--- src/rtl/cvif_read_ig_bpt_splitter_pkg.sv ---
// Shared definitions for the CVIF read-ingress burst partitioner.
//   ATOM_BYTES   : size of one DMA atom in bytes
//   DMA_*        : field layout of dma2bpt_req_pd  {size[14:0], addr[63:0]}
//   BPT_*        : field layout of bpt2arb_req8_pd {axid,ftran,ltran,odd,swizzle,len,addr}
//   bpt_state_e  : partitioner FSM states
package cvif_rd_ig_pkg;

  localparam int unsigned ATOM_BYTES    = 32;
  localparam int unsigned REM_W         = 16;

  localparam int unsigned DMA_PD_W      = 79;
  localparam int unsigned DMA_ADDR_LSB  = 0;
  localparam int unsigned DMA_ADDR_W    = 64;
  localparam int unsigned DMA_SIZE_LSB  = 64;
  localparam int unsigned DMA_SIZE_W    = 15;

  localparam int unsigned BPT_PD_W      = 75;
  localparam int unsigned BPT_ADDR_LSB  = 0;
  localparam int unsigned BPT_ADDR_W    = 64;
  localparam int unsigned BPT_LEN_LSB   = 64;
  localparam int unsigned BPT_LEN_W     = 3;
  localparam int unsigned BPT_SWZ_BIT   = 67;
  localparam int unsigned BPT_ODD_BIT   = 68;
  localparam int unsigned BPT_LTRAN_BIT = 69;
  localparam int unsigned BPT_FTRAN_BIT = 70;
  localparam int unsigned BPT_AXID_LSB  = 71;
  localparam int unsigned BPT_AXID_W    = 4;

  typedef enum logic {
    BPT_IDLE,
    BPT_SPLIT
  } bpt_state_e;

endpackage

--- src/rtl/cvif_read_ig_bpt_splitter_len_calc.sv ---
// Combinational burst sizing for the read-ingress partitioner.
//   idx       : atom index of the burst address inside its MAX_ATOMS*32B window
//   remaining : atoms still to be issued for the current request (>= 1)
//   first     : burst is the first of its request
//   atoms     : atoms in this burst (1..MAX_ATOMS)
//   len       : atoms-1
//   odd       : atoms[0]
//   swizzle   : burst address bit 5
//   ltran     : this burst finishes the request
module cvif_read_ig_bpt_len_calc
  import cvif_rd_ig_pkg::*;
#(
  parameter int unsigned MAX_ATOMS = 8,
  parameter int unsigned IDX_W     = $clog2(MAX_ATOMS)
) (
  input  logic [IDX_W-1:0] idx,
  input  logic [REM_W-1:0] remaining,
  input  logic             first,
  output logic [IDX_W:0]   atoms,
  output logic [IDX_W-1:0] len,
  output logic             odd,
  output logic             swizzle,
  output logic             ltran
);

  localparam logic [IDX_W:0] CAP_FULL = (IDX_W+1)'(MAX_ATOMS);

  logic [IDX_W:0] cap;

  always_comb begin
    // Only the first burst can start mid-window; later ones are window aligned.
    cap   = first ? (CAP_FULL - {1'b0, idx}) : CAP_FULL;
    atoms = (remaining < REM_W'(cap)) ? remaining[IDX_W:0] : cap;
  end

  // Modular subtraction on the low bits maps MAX_ATOMS to all-ones.
  assign len     = atoms[IDX_W-1:0] - IDX_W'(1);
  assign odd     = atoms[0];
  assign swizzle = idx[0];
  assign ltran   = (REM_W'(atoms) == remaining);

endmodule

--- src/rtl/cvif_read_ig_bpt_splitter.sv ---
// Read-ingress burst partitioner for CVIF source port 8.
// Accepts one DMA read request and splits it into bursts of at most MAX_ATOMS
// 32B atoms, none crossing a MAX_ATOMS*32B boundary.
//   nvdla_core_clk / nvdla_core_rstn : clock, async active-low reset
//   dma2bpt_req_valid/ready/pd       : request in {size=atoms-1, addr}
//   bpt2arb_req8_valid/ready/pd      : registered burst out to the port-8 skid stage
module cvif_read_ig_bpt_splitter
  import cvif_rd_ig_pkg::*;
#(
  parameter int unsigned           MAX_ATOMS = 8,
  parameter logic [BPT_AXID_W-1:0] AXID      = 4'd8
) (
  input  logic                nvdla_core_clk,
  input  logic                nvdla_core_rstn,
  input  logic                dma2bpt_req_valid,
  output logic                dma2bpt_req_ready,
  input  logic [DMA_PD_W-1:0] dma2bpt_req_pd,
  output logic                bpt2arb_req8_valid,
  input  logic                bpt2arb_req8_ready,
  output logic [BPT_PD_W-1:0] bpt2arb_req8_pd
);

  localparam int unsigned IDX_W     = $clog2(MAX_ATOMS);
  localparam int unsigned ATM_SHIFT = $clog2(ATOM_BYTES);

  bpt_state_e state_q, state_d;

  logic [BPT_ADDR_W-1:0] addr_q;
  logic [REM_W-1:0]      rem_q;
  logic                  valid_q;
  logic [BPT_PD_W-1:0]   pd_q;

  logic                  dma_fire;
  logic                  out_fire;
  logic                  is_last;
  logic                  load;
  logic [DMA_SIZE_W-1:0] dma_size;
  logic [BPT_ADDR_W-1:0] dma_addr;
  logic [ATM_SHIFT-1:0]  unused_addr_lsb;

  logic [BPT_ADDR_W-1:0] calc_addr;
  logic [REM_W-1:0]      calc_rem;
  logic                  calc_first;
  logic [BPT_ADDR_W-1:0] next_addr;
  logic [REM_W-1:0]      next_rem;
  logic [BPT_PD_W-1:0]   burst_pd;

  logic [IDX_W:0]        atoms;
  logic [IDX_W-1:0]      len;
  logic                  odd;
  logic                  swizzle;
  logic                  ltran;

  assign dma_size        = dma2bpt_req_pd[DMA_SIZE_LSB +: DMA_SIZE_W];
  assign dma_addr        = {dma2bpt_req_pd[DMA_ADDR_LSB+ATM_SHIFT +: DMA_ADDR_W-ATM_SHIFT],
                            {ATM_SHIFT{1'b0}}};
  assign unused_addr_lsb = dma2bpt_req_pd[DMA_ADDR_LSB +: ATM_SHIFT];

  assign is_last           = pd_q[BPT_LTRAN_BIT];
  assign out_fire          = valid_q && bpt2arb_req8_ready;
  assign dma2bpt_req_ready = (state_q == BPT_IDLE) || (out_fire && is_last);
  assign dma_fire          = dma2bpt_req_valid && dma2bpt_req_ready;
  // A new burst enters the output register either from a fresh request or
  // from the running counters as the current burst leaves (no bubble).
  assign load              = dma_fire || (out_fire && !is_last);

  always_comb begin
    calc_first = dma_fire;
    calc_addr  = addr_q;
    calc_rem   = rem_q;
    if (dma_fire) begin
      calc_addr = dma_addr;
      calc_rem  = {1'b0, dma_size} + REM_W'(1);
    end
  end

  cvif_read_ig_bpt_len_calc #(
    .MAX_ATOMS (MAX_ATOMS),
    .IDX_W     (IDX_W)
  ) u_len_calc (
    .idx       (calc_addr[ATM_SHIFT +: IDX_W]),
    .remaining (calc_rem),
    .first     (calc_first),
    .atoms     (atoms),
    .len       (len),
    .odd       (odd),
    .swizzle   (swizzle),
    .ltran     (ltran)
  );

  assign next_addr = calc_addr + (BPT_ADDR_W'(atoms) << ATM_SHIFT);
  assign next_rem  = calc_rem - REM_W'(atoms);

  always_comb begin
    burst_pd                                  = '0;
    burst_pd[BPT_ADDR_LSB +: BPT_ADDR_W]      = calc_addr;
    burst_pd[BPT_LEN_LSB +: BPT_LEN_W]        = len;
    burst_pd[BPT_SWZ_BIT]                     = swizzle;
    burst_pd[BPT_ODD_BIT]                     = odd;
    burst_pd[BPT_LTRAN_BIT]                   = ltran;
    burst_pd[BPT_FTRAN_BIT]                   = calc_first;
    burst_pd[BPT_AXID_LSB +: BPT_AXID_W]      = AXID;
  end

  always_comb begin
    state_d = state_q;
    case (state_q)
      BPT_IDLE:  if (dma_fire) state_d = BPT_SPLIT;
      BPT_SPLIT: if (out_fire && is_last && !dma_fire) state_d = BPT_IDLE;
      default:   state_d = BPT_IDLE;
    endcase
  end

  always_ff @(posedge nvdla_core_clk or negedge nvdla_core_rstn) begin
    if (!nvdla_core_rstn) begin
      state_q <= BPT_IDLE;
      addr_q  <= '0;
      rem_q   <= '0;
      valid_q <= 1'b0;
      pd_q    <= '0;
    end else begin
      state_q <= state_d;
      if (load) begin
        valid_q <= 1'b1;
        pd_q    <= burst_pd;
        addr_q  <= next_addr;
        rem_q   <= next_rem;
      end else if (out_fire) begin
        valid_q <= 1'b0;
      end
    end
  end

  assign bpt2arb_req8_valid = valid_q;
  assign bpt2arb_req8_pd    = pd_q;

endmodule

--- config.mk ---
export PLATFORM = sky130hd
export DESIGN_NAME = cvif_read_ig_bpt_splitter
export DESIGN_NICKNAME = d
export VERILOG_FILES = /design/src/rtl/cvif_read_ig_bpt_splitter_pkg.sv /design/src/rtl/cvif_read_ig_bpt_splitter_len_calc.sv /design/src/rtl/cvif_read_ig_bpt_splitter.sv
export SDC_FILE = /design/constraint.sdc
export NUM_CORES = 1
export LEC_CHECK = 0
export ABC_CLOCK_PERIOD_IN_PS = 9400
export CORE_AREA = 2 2 134 136
export DETAILED_ROUTE_END_ITERATION = 8
export DIE_AREA = 0 0 136 138
export GPL_TIMING_DRIVEN = 0
export HOLD_SLACK_MARGIN = 0.03
export PLACE_DENSITY = 0.84
export SLEW_MARGIN = 20
export SYNTH_ARGS = -nofsm -noshare
export SYNTH_HDL_FRONTEND = slang
export SYNTH_HIERARCHICAL = 1
export SYNTH_SLANG_ARGS = --single-unit
--- constraint.sdc ---
create_clock -name nvdla_core_clk -period 9.4 [get_ports nvdla_core_clk]
set_clock_uncertainty 0.2 [all_clocks]
set_input_delay 0.94 -clock nvdla_core_clk [delete_from_list [all_inputs] [get_ports nvdla_core_clk]]
set_output_delay 0.94 -clock nvdla_core_clk [all_outputs]
set_load 0.01 [all_outputs]
# --- After elaboration in Yosys (flattened, before gate mapping) ---
# Cells that the tools add are included.
word_totals:
  inputBits: 83
  regBits: 154
  output_inout_bits: 77
op_classes:
  n_addsub: 5
  n_eq_ne: 1
  n_reduce_logical: 10
  bitwise_logic: 1
  order_cmp: 1
  mux: 9
op_table:
  columns: ["op", "count"]
  rows:
  - ["$add A64 B9 Y64", 1]
  - ["$mux W64", 1]
  - ["$add A15 B1 Y16 const B", 1]
  - ["$eq A4 B16 Y1", 1]
  - ["$lt A16 B4 Y1", 1]
  - ["$mux W16", 1]
  - ["$sub A16 B4 Y16", 1]
  - ["$mux W4", 2]
  - ["$logic_and A1 B1 Y1", 5]
  - ["$mux W1", 4]
  - ["$sub A4 B3 Y4 const A", 1]
  - ["$sub A3 B1 Y3 const B", 1]
  - ["$logic_not A1 Y1", 2]
  - ["$logic_or A1 B1 Y1", 2]
  - ["$pmux W1 S2", 1]
  - ["$reduce_bool A2 Y1", 1]
  - ["$not A1 Y1", 1]

# --- Depth between registers and ports, before layout ---
depth:
  ltp_word: 10
  depth_mapped: 31
  depth_no_buf: 23

# --- Cells and area by module ---
# Netlist, hierarchy kept.
modules_own_cells:
  columns: ["module", "area_each_um2", "instances", "cells_per_inst"]
  rows:
  - ["cvif_read_ig_bpt_splitter", 9669.3, 1, 1179]
  - ["cvif_read_ig_bpt_len_calc", 412.9, 1, 52]

# --- Worst setup path before layout ---
# No wires, ideal clock.
synth_timing:
  path_type: "in2reg"
  from: "input dma2bpt_req_valid"
  to: "register addr_q[45]"
  arrival_ns: 6.571
  cell_stages: 31
  path_buffers: 8
  slack_ns: 2.483
  t_required_ns: 9.054
  cell_sequence: "and4_4 buf_6 nor2_4 inv_2 buf_2 buf_2 clkbuf_1 clkbuf_1 nand2_1 nand2_1 inv_1 ha_1 xnor2_1 nand2_1 ha_1 nand3_1 a21oi_2 or3_1 buf_6 mux2_2 buf_4 ha_1 fa_1 a21o_1 a21o_1 o21a_2 nand3_1 buf_1 nor2_1 xnor2_1 mux2i_1"
synth_via:
  elab_chain_len: 7
synth_rtl:
  columns: ["element", "line_no", "source"]
  rows:
  - ["start: declaration", "cvif_read_ig_bpt_splitter.sv:15", "input logic dma2bpt_req_valid,"]
  - ["$logic_and A1 B1 Y1", "cvif_read_ig_bpt_splitter.sv:62", "assign dma_fire = dma2bpt_req_valid && dma2bpt_req_ready;"]
  - ["$mux W64", "cvif_read_ig_bpt_splitter.sv:71", "if (dma_fire) begin"]
  - ["net calc_addr[6]", "cvif_read_ig_bpt_splitter.sv:41", "logic [BPT_ADDR_W-1:0] calc_addr;"]
  - ["$sub A4 B3 Y4", "cvif_read_ig_bpt_splitter_len_calc.sv:32", "cap = first ? (CAP_FULL - {1'b0, idx}) : CAP_FULL;"]
  - ["$mux W4", "cvif_read_ig_bpt_splitter_len_calc.sv:32", null]
  - ["$lt A16 B4 Y1", "cvif_read_ig_bpt_splitter_len_calc.sv:33", "atoms = (remaining < REM_W'(cap)) ? remaining[IDX_W:0] : cap;"]
  - ["$mux W4", "cvif_read_ig_bpt_splitter_len_calc.sv:33", null]
  - ["net odd", "cvif_read_ig_bpt_splitter.sv:50", "logic odd;"]
  - ["$add A64 B9 Y64", "cvif_read_ig_bpt_splitter.sv:91", "assign next_addr = calc_addr + (BPT_ADDR_W'(atoms) << ATM_SHIFT);"]
  - ["end signal: assignment", "cvif_read_ig_bpt_splitter.sv:126", "addr_q <= next_addr;"]
  - ["end: declaration", "cvif_read_ig_bpt_splitter.sv:28", "logic [BPT_ADDR_W-1:0] addr_q;"]
# The timed path passes the listed nets, and every way through them passes these cells.
# A chain may end at the register's enable or synchronous reset.

# --- Final worst setup path ---
layout_timing:
  from: "input bpt2arb_req8_ready"
  to: "register addr_q[62]"
layout_rtl:
  columns: ["element", "line_no", "source"]
  rows:
  - ["start: declaration", "cvif_read_ig_bpt_splitter.sv:19", "input logic bpt2arb_req8_ready,"]
  - ["$logic_and A1 B1 Y1 (*)", "cvif_read_ig_bpt_splitter.sv:60", "assign out_fire = valid_q && bpt2arb_req8_ready;"]
  - ["$logic_and A1 B1 Y1 (*)", "cvif_read_ig_bpt_splitter.sv:61", "assign dma2bpt_req_ready = (state_q == BPT_IDLE) || (out_fire && is_last);"]
  - ["$logic_or A1 B1 Y1 (*)", "cvif_read_ig_bpt_splitter.sv:61", null]
  - ["$logic_and A1 B1 Y1 (*)", "cvif_read_ig_bpt_splitter.sv:62", null]
  - ["net calc_first", "cvif_read_ig_bpt_splitter.sv:43", "logic calc_first;"]
  - ["$mux W16 (*)", "cvif_read_ig_bpt_splitter.sv:71", null]
  - ["net calc_rem[1]", "cvif_read_ig_bpt_splitter.sv:42", "logic [REM_W-1:0] calc_rem;"]
  - ["$lt A16 B4 Y1", "cvif_read_ig_bpt_splitter_len_calc.sv:33", null]
  - ["$mux W4 (*)", "cvif_read_ig_bpt_splitter_len_calc.sv:33", null]
  - ["net atoms[1]", "cvif_read_ig_bpt_splitter.sv:48", "logic [IDX_W:0] atoms;"]
  - ["$add A64 B9 Y64 (*)", "cvif_read_ig_bpt_splitter.sv:91", null]
# Mark *: on every way through the listed nets, which the timed path passes. The rest lies on a longest branch.

==> impl_metrics.env <==
export IMPL_drtIter0Drc=1136
export IMPL_routed_via_count=10558
export IMPL_synth_enable_flop_cells=0
export IMPL_critPathLaunch="bpt2arb_req8_ready"
export IMPL_drive_gt1_frac=0.06634
export IMPL_htreeDepth=4
export IMPL_async_flop_share=1.000
export IMPL_wirelength_um=35400
export IMPL_fin_crit_sh=0.9675
export IMPL_avgViaCountPerCell=6.414
export IMPL_diodes=0
export IMPL_fin_tns_setup_ps=0
export IMPL_synth_top_area_frac=0.3574
export IMPL_slew_viol_final=0
export IMPL_dp_hpwl_um=25140
export IMPL_power_density_nw_per_um2=255.9
export IMPL_die_y_um=138
export IMPL_first_pass_iters=5
export IMPL_r2r_setup_slack_ps=870
export IMPL_gp_congestion=0.9774
export IMPL_rsz0062_at_grt="false"
export IMPL_mostFrequentLayoutCells="nand2_1 (222), clkdlybuf4s50_1 (145), dfrtp_1 (144)"
export IMPL_max_freq_mhz=110.0
export IMPL_syn_avg_cell_area_um2=8.190
export IMPL_cts_root_buf="clkbuf_16"
export IMPL_final_common_cell="nand2_1"
export IMPL_wire_per_inst_um=21.51
export IMPL_syn_area_um2=10080
export IMPL_ys_seq_area_frac=0.3574
export IMPL_design_area_um2=12520
export IMPL_cts_setup_buffers=0
export IMPL_ys_warnings_count=6
export IMPL_worstHoldEndpoint="bpt2arb_req8_pd[68]"
export IMPL_synth_area_leader_cell="dfrtp_1"
export IMPL_status="complete, no violations"
export IMPL_nets=1503
export IMPL_cts_tree="done"
export IMPL_path_max_fanout=16
export IMPL_endpoint_kind="register"
export IMPL_critPathLaunchType="input port"
export IMPL_synthFlopType="dfrtp_1"
export IMPL_synthToLayoutAreaGrowth_pct=24.19
export IMPL_finalCriticalPeriod_ps=9095
export IMPL_rows=49
export IMPL_p_total_mw=3.204
export IMPL_clockBufferDepth=2
export IMPL_p_leak_nw=4.911
export IMPL_clk_latency_ps=440
export IMPL_placed_cell_area_um2=11890
export IMPL_reg2reg_to="addr_q[62]"
export IMPL_relSlewSlack=0.2926
export IMPL_num_io_pins=160
export IMPL_cp_data_required_time_ps=9510
export IMPL_maxCapViolCount=0
export IMPL_reg2reg_depth=24
export IMPL_hold_viol=0
export IMPL_die_w_um=136
export IMPL_fin_util=0.7141
export IMPL_cts_buffers=17
export IMPL_start_util=0.5750
export IMPL_cts_sinks=144
export IMPL_synthTopCellsByArea="dfrtp_1 (36%), nand2_1 (8.3%), xnor2_1 (7.6%)"
export IMPL_global_route_usage_total=0.3794
export IMPL_core_area_um2=17530
export IMPL_grt_max_degree=93
export IMPL_rr_startpoint="bpt2arb_req8_pd[69]"
export IMPL_setup_viol=0
export IMPL_drc=0
export IMPL_crit_type="in2reg"
export IMPL_grt_pass1_wl_um=55590
export IMPL_hp_class="reg2reg"
export IMPL_clk_pin_slew_ps=70
export IMPL_hold_slack_ps=268.5
export IMPL_die_area_um2=18770
export IMPL_place_port_buffers=146
export IMPL_ir_drop_mv=0.1783
export IMPL_syn_inst=1231
export IMPL_hp_start="bpt2arb_req8_pd[68]"
export IMPL_netlist_cell_type_count=80
export IMPL_min_path_cells=2
export IMPL_cp_data_arrival_time_ps=9200
export IMPL_synth_seq_cells=144
export IMPL_grt_overflow_total=0
export IMPL_hold_buffers=0
export IMPL_worst_slew_pin_slew_ps=1060
export IMPL_antenna_found_initial=0
export IMPL_grt_pass1_vias=10219
export IMPL_drtAntennaViolNets=0
routing by layer:
layer	up-vias	track usage	wire, µm
met5	-	0	0
met4	0	0.1979	1792
met3	145	0.07737	3415
met2	684	0.5932	16440
met1	4988	0.4955	13760
li1	4741	-	-
worst max-delay path: stages:
cell	delay (ps)
clkdlybuf4s50_1	570
and4_4	240
buf_6	120
nor2_4	70
inv_2	160
buf_2	300
buf_2	420
clkbuf_1	450
clkbuf_1	580
clkbuf_1	790
nand2_1	120
nand2_1	290
ha_1	290
nand3_1	100
a21oi_2	60
or3_1	390
buf_6	160
mux2_2	320
ha_1	300
a21o_1	100
a21oi_1	110
o21bai_1	630
o2111ai_1	680
clkbuf_1	420
nor3_1	300
xnor2_1	150
mux2i_1	100
area by class of cell:
| cell class | count | area [µm²] |
|---|---|---|
| Buffer | 79 | 369.1 |
| Clock buffer | 19 | 442.9 |
| Clock inverter | 13 | 186.4 |
| Fill cell | 1463 | 5014 |
| Inverter | 30 | 112.6 |
| Multi-Input combinational cell | 985 | 6026 |
| Sequential cell | 144 | 3603 |
| Tap cell | 229 | 286.5 |
| Timing Repair Buffer | 147 | 1494 |
registers in the layout, summed over array words and instances (netlist names):
register            cells
bpt2arb_req8_valid      1
state_q                 1
bpt2arb_req8_pd        67
rem_q                  16
addr_q                 59
cells in the mapped netlist, drive strengths merged, types with 14 or more instances:
| cell type | count |
|---|---|
| nand2 | 222 |
| buf | 33 |
| nand3 | 51 |
| inv | 30 |
| a21oi | 35 |
| nor2 | 117 |
| o21ai | 43 |
| mux2i | 49 |
| nand4 | 39 |
| and3 | 16 |
| nor3 | 39 |
| nor4 | 27 |
| xor2 | 31 |
| a31oi | 67 |
| ha | 14 |
| xnor2 | 88 |
| clkbuf | 46 |
| dfrtp | 144 |
timing repair:
action	4_1_cts	5_1_grt
gates resized for setup	0	4
endpoints found under the setup margin	0	5
endpoints found under the hold margin	0	0
report_power, final:
| part | switching (mW) | internal, mW |
|---|---|---|
| clock | 0.293 | 0.452 |
| combinational | 0.684 | 0.624 |
| sequential | 0.263 | 0.889 |
cells by family after synthesis:
| kind of cell | Yosys count | share of synthesized area |
|---|---|---|
| other cells | 1 | 0.0003719 |
| fa+ha+maj | 16 | 0.02135 |
| flops | 144 | 0.3574 |
| xor+xnor | 119 | 0.1034 |
| simple gates | 560 | 0.2630 |
| compound gates | 222 | 0.1461 |
| mux | 60 | 0.06093 |
| buf+inv | 109 | 0.04753 |
through the flow:
step           setup WS [ps]  cells
2_1_floorplan           2483   1238
3_3_place_gp           45.02   1613
3_5_place_dp          -75.12   1614
4_1_cts                276.3   1646
5_1_grt                161.4   1646
6_report               305.4   1646
how the worst max path moves through the flow:
stage | endpoint | cells after the start
4_1_cts | addr_q[62] | 25
3_5_place_dp | addr_q[62] | 25
5_1_grt | addr_q[62] | 30
3_3_place_gp | addr_q[62] | 25
2_1_floorplan | addr_q[45] | 31
6_report | addr_q[62] | 27
(Power assumes the default switching activity.)
